## config.mk

```make
export PLATFORM = sky130hd
export DESIGN_NAME = id_ex_stage_reg
export DESIGN_NICKNAME = d
export VERILOG_FILES = /design/src/rtl/id_ex_stage_reg.sv
export SDC_FILE = /design/constraint.sdc
export NUM_CORES = 1
export LEC_CHECK = 0
export CORE_MARGIN = 10
export CORE_UTILIZATION = 25
export CTS_CLUSTER_DIAMETER = 50
export DETAILED_ROUTE_END_ITERATION = 16
export PLACE_DENSITY_LB_ADDON = 0.2
export SKIP_LAST_GASP = 1
export SLEW_MARGIN = 20
export SYNTH_ARGS = -nofsm -noshare
export SYNTH_HDL_FRONTEND = slang
export SYNTH_SLANG_ARGS = --single-unit
```

## constraint.sdc

```tcl
create_clock -name clk -period 1.75 [get_ports clk]
set_input_delay 0.35 -clock clk [delete_from_list [all_inputs] [get_ports clk]]
set_output_delay 0.35 -clock clk [all_outputs]
set_load 0.02 [all_outputs]
```

## src/rtl/id_ex_stage_reg.sv

```systemverilog
// ID/EX pipeline register with load-use hazard detection, bubble insertion,
// flush, memory-stall freeze and a same-cycle writeback bypass.
//
// Ports:
//   clk, rst_n            - clock, synchronous active-low reset
//   ID_*                  - decode-stage instruction, operands and control
//   WB_regWrite_out,
//   WB_writereg_out,
//   WB_data               - writeback port in the same cycle (bypass source)
//   mem_stall             - freeze every register, counter included
//   flush                 - redirect from EX; replace ID instruction by a bubble
//   IE_*_out              - registered fields presented to EX / forwarding
//   stall_IF_ID           - hold PC and IF/ID this cycle
//   load_use_count        - saturating count of load-use bubbles
module id_ex_stage_reg #(
  parameter logic [15:0] NOP_INSTR = 16'h0800
) (
  input  logic        clk,
  input  logic        rst_n,
  input  logic [15:0] ID_Instr,
  input  logic [15:0] ID_read1data,
  input  logic [15:0] ID_read2data,
  input  logic [15:0] ID_imm,
  input  logic [15:0] ID_PC_inc,
  input  logic        ID_uses_rs,
  input  logic        ID_uses_rt,
  input  logic        ID_regWrite,
  input  logic        ID_memRead,
  input  logic        ID_memWrite,
  input  logic [2:0]  ID_writereg,
  input  logic        ID_valid,
  input  logic        WB_regWrite_out,
  input  logic [2:0]  WB_writereg_out,
  input  logic [15:0] WB_data,
  input  logic        mem_stall,
  input  logic        flush,
  output logic [15:0] IE_Instr_out,
  output logic [15:0] IE_read1data_out,
  output logic [15:0] IE_read2data_out,
  output logic [15:0] IE_imm_out,
  output logic [15:0] IE_PC_inc_out,
  output logic        IE_regWrite_out,
  output logic        IE_memRead_out,
  output logic        IE_memWrite_out,
  output logic        IE_valid_out,
  output logic [2:0]  IE_writereg_out,
  output logic        stall_IF_ID,
  output logic [15:0] load_use_count
);

  logic [15:0] instr_q, instr_d;
  logic [15:0] rd1_q, rd1_d;
  logic [15:0] rd2_q, rd2_d;
  logic [15:0] imm_q, imm_d;
  logic [15:0] pc_q, pc_d;
  logic        regwrite_q, regwrite_d;
  logic        memread_q, memread_d;
  logic        memwrite_q, memwrite_d;
  logic        valid_q, valid_d;
  logic [2:0]  writereg_q, writereg_d;
  logic [15:0] load_use_count_q, load_use_count_d;

  logic [2:0] id_rs;
  logic [2:0] id_rt;
  logic       hazard;

  assign id_rs = ID_Instr[10:8];
  assign id_rt = ID_Instr[7:5];

  // Only the registered EX state and ID inputs feed this; no WB path.
  assign hazard = valid_q & memread_q & ID_valid &
                  ((ID_uses_rs & (writereg_q == id_rs)) |
                   (ID_uses_rt & (writereg_q == id_rt)));

  assign stall_IF_ID = mem_stall | (hazard & ~flush);

  always_comb begin
    instr_d          = instr_q;
    rd1_d            = rd1_q;
    rd2_d            = rd2_q;
    imm_d            = imm_q;
    pc_d             = pc_q;
    regwrite_d       = regwrite_q;
    memread_d        = memread_q;
    memwrite_d       = memwrite_q;
    valid_d          = valid_q;
    writereg_d       = writereg_q;
    load_use_count_d = load_use_count_q;
    if (!mem_stall) begin
      if (flush || hazard) begin
        instr_d    = NOP_INSTR;
        rd1_d      = '0;
        rd2_d      = '0;
        imm_d      = '0;
        pc_d       = '0;
        regwrite_d = 1'b0;
        memread_d  = 1'b0;
        memwrite_d = 1'b0;
        valid_d    = 1'b0;
        writereg_d = '0;
        // Flush has priority: a killed instruction does not count as a load-use bubble.
        if (!flush && load_use_count_q != '1) begin
          load_use_count_d = load_use_count_q + 16'd1;
        end
      end else begin
        instr_d    = ID_Instr;
        rd1_d      = (WB_regWrite_out && WB_writereg_out == id_rs) ? WB_data : ID_read1data;
        rd2_d      = (WB_regWrite_out && WB_writereg_out == id_rt) ? WB_data : ID_read2data;
        imm_d      = ID_imm;
        pc_d       = ID_PC_inc;
        regwrite_d = ID_regWrite & ID_valid;
        memread_d  = ID_memRead & ID_valid;
        memwrite_d = ID_memWrite & ID_valid;
        valid_d    = ID_valid;
        writereg_d = ID_writereg;
      end
    end
  end

  always_ff @(posedge clk) begin
    if (!rst_n) begin
      instr_q          <= NOP_INSTR;
      rd1_q            <= '0;
      rd2_q            <= '0;
      imm_q            <= '0;
      pc_q             <= '0;
      regwrite_q       <= 1'b0;
      memread_q        <= 1'b0;
      memwrite_q       <= 1'b0;
      valid_q          <= 1'b0;
      writereg_q       <= '0;
      load_use_count_q <= '0;
    end else begin
      instr_q          <= instr_d;
      rd1_q            <= rd1_d;
      rd2_q            <= rd2_d;
      imm_q            <= imm_d;
      pc_q             <= pc_d;
      regwrite_q       <= regwrite_d;
      memread_q        <= memread_d;
      memwrite_q       <= memwrite_d;
      valid_q          <= valid_d;
      writereg_q       <= writereg_d;
      load_use_count_q <= load_use_count_d;
    end
  end

  assign IE_Instr_out     = instr_q;
  assign IE_read1data_out = rd1_q;
  assign IE_read2data_out = rd2_q;
  assign IE_imm_out       = imm_q;
  assign IE_PC_inc_out    = pc_q;
  assign IE_regWrite_out  = regwrite_q;
  assign IE_memRead_out   = memread_q;
  assign IE_memWrite_out  = memwrite_q;
  assign IE_valid_out     = valid_q;
  assign IE_writereg_out  = writereg_q;
  assign load_use_count   = load_use_count_q;

endmodule

```

==> results.tsv, run 1 <==
metric	value	unit
status	finished with violations	
violations	negative setup slack	
chipWidth	146	µm
drt_iter0_markers	139	
r2r_slack	-20	ps
ff2ff_path_depth	7	
ys_seq_area_share	52.2	%
ios	217	
drc	0	
drv_cap	0	
clk_path_buf_depth	2	
yosysUniqueCellTypes	37	
clk_pin_slew	70	ps
fmax	554	MHz
synth_area_leaders	dfxtp_1, a22o_1, mux2i_1	
fin_skew	10.1	ps
power_frac_seq	46.7	%
timing.final.ws_setup	-54.3	ps
cp_cell_sequence	xnor2_1 > and4_4 > o21ai_4 > o21bai_2 > buf_6	
rr_startpoint	IE_writereg_out[1]$_SDFFE_PN0N_	
start_util	25.7	%
power_leakage	3.13	nW
r2r-end	load_use_count[8]$_SDFFE_PN0P_	
crit_fanout	3	
fin_crit_sh	103	%
place_ws	-661	ps
power_frac_comb	16.1	%
core	15400	µm²
slew_viol_final	0	
die_y	146	µm
end_kind	output pin	
grt_max_degree	36	
cp_data_required_time	1400	ps
met2_usage	25.5	%
dp_hpwl	12100	µm
ys_warn_count	0	
min-delay-start	IE_read1data_out[11]$_SDFFE_PN0N_	
met3_usage	7.14	%
hold_violations	0	
gp_congestion	0.792	
syn_area_per_cell	10.5	µm²
synth_top_area_share	52.2	%
fin_hold_ws	456	ps
ys_ff_latch	103	
syn_inst	378	
viasPerCell	4.59	
syn_nets	492	
hp-class	flop to flop	
grt-ovfl-total	0	
finish.utilization	46.5	%
insertion_delay	350	ps
p_per_area	740	nW/µm²
yosysTopAreaCell	dfxtp_1	
cts_tree	done	
nNetsFinal	748	
syn_area	3950	µm²
drtAntennaViolNets	0	
dr_total_vias	3902	
cts.sinks	103	
grt_use_total	14.4	%
placement.io_buffers	216	
cts_made_buffers	9	
p_clk_share	37.2	%
grt-busiest-layer	met2	
rows	45	
p_int	0.00392	W
rsz0062_at_grt	true	
crit_start	IE_writereg_out[1]$_SDFFE_PN0N_	
clockRootBuffer	clkbuf_16	
wirelength	15800	µm
layout-drive-gt1-share	14.9	%
htree_levels	3	
p_switching	0.00137	W
diodes	0	
finalCriticalPeriod	1800	ps
area_growth	80.9	%
crit_end	stall_IF_ID	
grt_antenna_before_repair	0	
arrival	1450	ps
first_global_vias	4240	
ir_worst_vdd	0.435	mV
grt_pass1_wl	24500	µm
worstMarginPinSlew	423	ps
max_stage_delay	380	ps
avgRoutedWirePerCell	18.6	µm
swShare	25.8	%
relSlewSlack	71.7	%
crit_slowest_cell	dfxtp_2	
dieArea	21200	µm²
grtUsageMet1	14.8	%
drt_first_pass_iters	7	
setup_violations	6	
startpoint_type	flop	
finalSetupTns	-128	ps
worstSetupPathType	flop to output pin	
[power groups by stage]
stage	sequential [W]	combinational (W)	clock, W
6_report	0.00247	0.000853	0.00197
3_5_place_dp	0.00252	0.000853	0
2_1_floorplan	0.00262	0.000197	0
5_1_grt	0.00248	0.000909	0.00214
3_3_place_gp	0.00252	0.000843	0
4_1_cts	0.00247	0.000855	0.00205
[flip-flops by register name, summed over array words and instances, names as in the netlist]
signal,cells
IE_read1data_out,16
IE_read2data_out,16
IE_regWrite_out,1
IE_PC_inc_out,16
IE_Instr_out,16
load_use_count,16
IE_valid_out,1
IE_writereg_out,3
IE_imm_out,16
IE_memWrite_out,1
IE_memRead_out,1
[final cells by class]
cell class | instances | area, µm²
flip-flops and latches | 103 | 2070
multi-input cells | 245 | 1840
inverters | 5 | 18.8
fillers | 1462 | 8220
clock buffers | 11 | 233
well taps | 211 | 264
repair buffers | 270 | 2680
clock inverters | 5 | 48.8
[metal layers]
layer | vias up | share of wire, %
met2 | 126 | 52
met4 | 0 | 1.1
li1 | 1922 | -
met1 | 1842 | 38
met3 | 12 | 8.5
met5 | - | 0
[repair_timing]
| action | 4_1_cts | 5_1_grt |
|---|---|---|
| setup buffers | 3 | 0 |
| gates resized for setup | 43 | 24 |
| hold endpoints to repair | 0 | 0 |
| hold buffers | 0 | 0 |
| gates cloned | 0 | 1 |
| setup endpoints to repair | 107 | 71 |
| pin swaps | 13 | 2 |
[critical path, delay by kind of cell (launching register included)]
family | cells | cell delay, ps
XOR/XNOR | 1 | 140
AND/OR/NAND/NOR | 1 | 260
flip-flops | 1 | 380
AO/OA/AOI/OAI | 2 | 200
buffers and inverters | 1 | 130
[layout by cell type, fill, tap and decap left out, types with 3 or more instances in the layout]
cell type,Yosys,routed
clkdlybuf4s50_1,0,178
a22o_1,50,50
mux2i_1,34,34
nor4_2,0,3
a21oi_2,0,3
dlymetal6s2s_1,0,12
clkbuf_16,0,10
buf_4,5,43
o31ai_1,11,11
o21ai_1,0,3
nand2_1,39,39
a32o_1,3,3
xnor2_1,12,7
inv_1,5,5
dfxtp_1,103,100
buf_12,0,6
nand4_1,4,4
o21ai_0,35,32
or4_1,11,11
nand3_1,5,5
a21oi_1,14,11
dlygate4sd2_1,0,25
xnor2_2,0,5
buf_6,1,5
[logic make-up (layout without fill, tap and decap cells)]
| group | Yosys count | count (layout) | synth area share, % |
|---|---|---|---|
| xor gates and xnor gates | 12 | 12 | 2.66 |
| adders and majority gates | 1 | 1 | 0.317 |
| AOI/OAI and AO/OA | 119 | 119 | 21.7 |
| buffers and inverters | 30 | 291 | 3.67 |
| and+or+nand+nor | 79 | 79 | 10.9 |
| muxes | 34 | 34 | 8.61 |
| DFF | 103 | 103 | 52.2 |
[how the worst min path moves through the flow]
stage | slack, ps | to | cells after the start
after floorplan | 480 | IE_writereg_out[2]$_SDFFE_PN0N_ | 1
final | 460 | IE_read1data_out[11]$_SDFFE_PN0N_ | 2
after global routing | 480 | IE_read1data_out[8]$_SDFFE_PN0N_ | 2
after global placement | 430 | IE_read1data_out[6]$_SDFFE_PN0N_ | 2
after CTS | 460 | IE_read1data_out[8]$_SDFFE_PN0N_ | 2
after detailed placement | 440 | IE_read1data_out[8]$_SDFFE_PN0N_ | 2
[cell usage after synthesis, drive strengths merged]
| library cell | count |
|---|---|
| nand4 | 5 |
| and4 | 3 |
| a21o | 1 |
| and3 | 3 |
| o21bai | 1 |
| a21oi | 14 |
| nor2 | 2 |
| buf | 11 |
| clkbuf | 14 |
| nand3 | 5 |
| nand2 | 39 |
| xnor2 | 12 |
| inv | 5 |
| and4bb | 1 |
| and2 | 1 |
| o21ai | 36 |
| mux2i | 34 |
| a32o | 3 |
| nand2b | 2 |
| ha | 1 |
| o31ai | 11 |
| a22o | 51 |
| or4 | 11 |
| a2bb2oi | 1 |
| or3 | 2 |
| nor4 | 3 |
| dfxtp | 103 |
| o211ai | 1 |
| or3b | 1 |
| nand3b | 1 |
[metrics by stage]
| step | total power (W) | instances | cell area [µm²] |
|---|---|---|---|
| floorplan | 0.00281 | 378 | 3960 |
| global placement | 0.00336 | 830 | 6710 |
| detailed placement | 0.00338 | 830 | 6710 |
| CTS | 0.00538 | 849 | 7040 |
| global route | 0.00553 | 850 | 7150 |
| finish | 0.00529 | 850 | 7150 |
No activity file was read; power rests on OpenSTA's default activity.
==> run 2, diff against run 1 <==
Settings changed: CTS_CLUSTER_DIAMETER 50 to 100.
==> results of run 2 <==
No change in the layout: final DEF, timing and power equal those of run 1.
==> run 3, diff against run 2 <==
Settings changed: CAP_MARGIN set to 10.
==> results of run 3 <==
No change in the layout: final DEF, timing and power equal those of run 1.
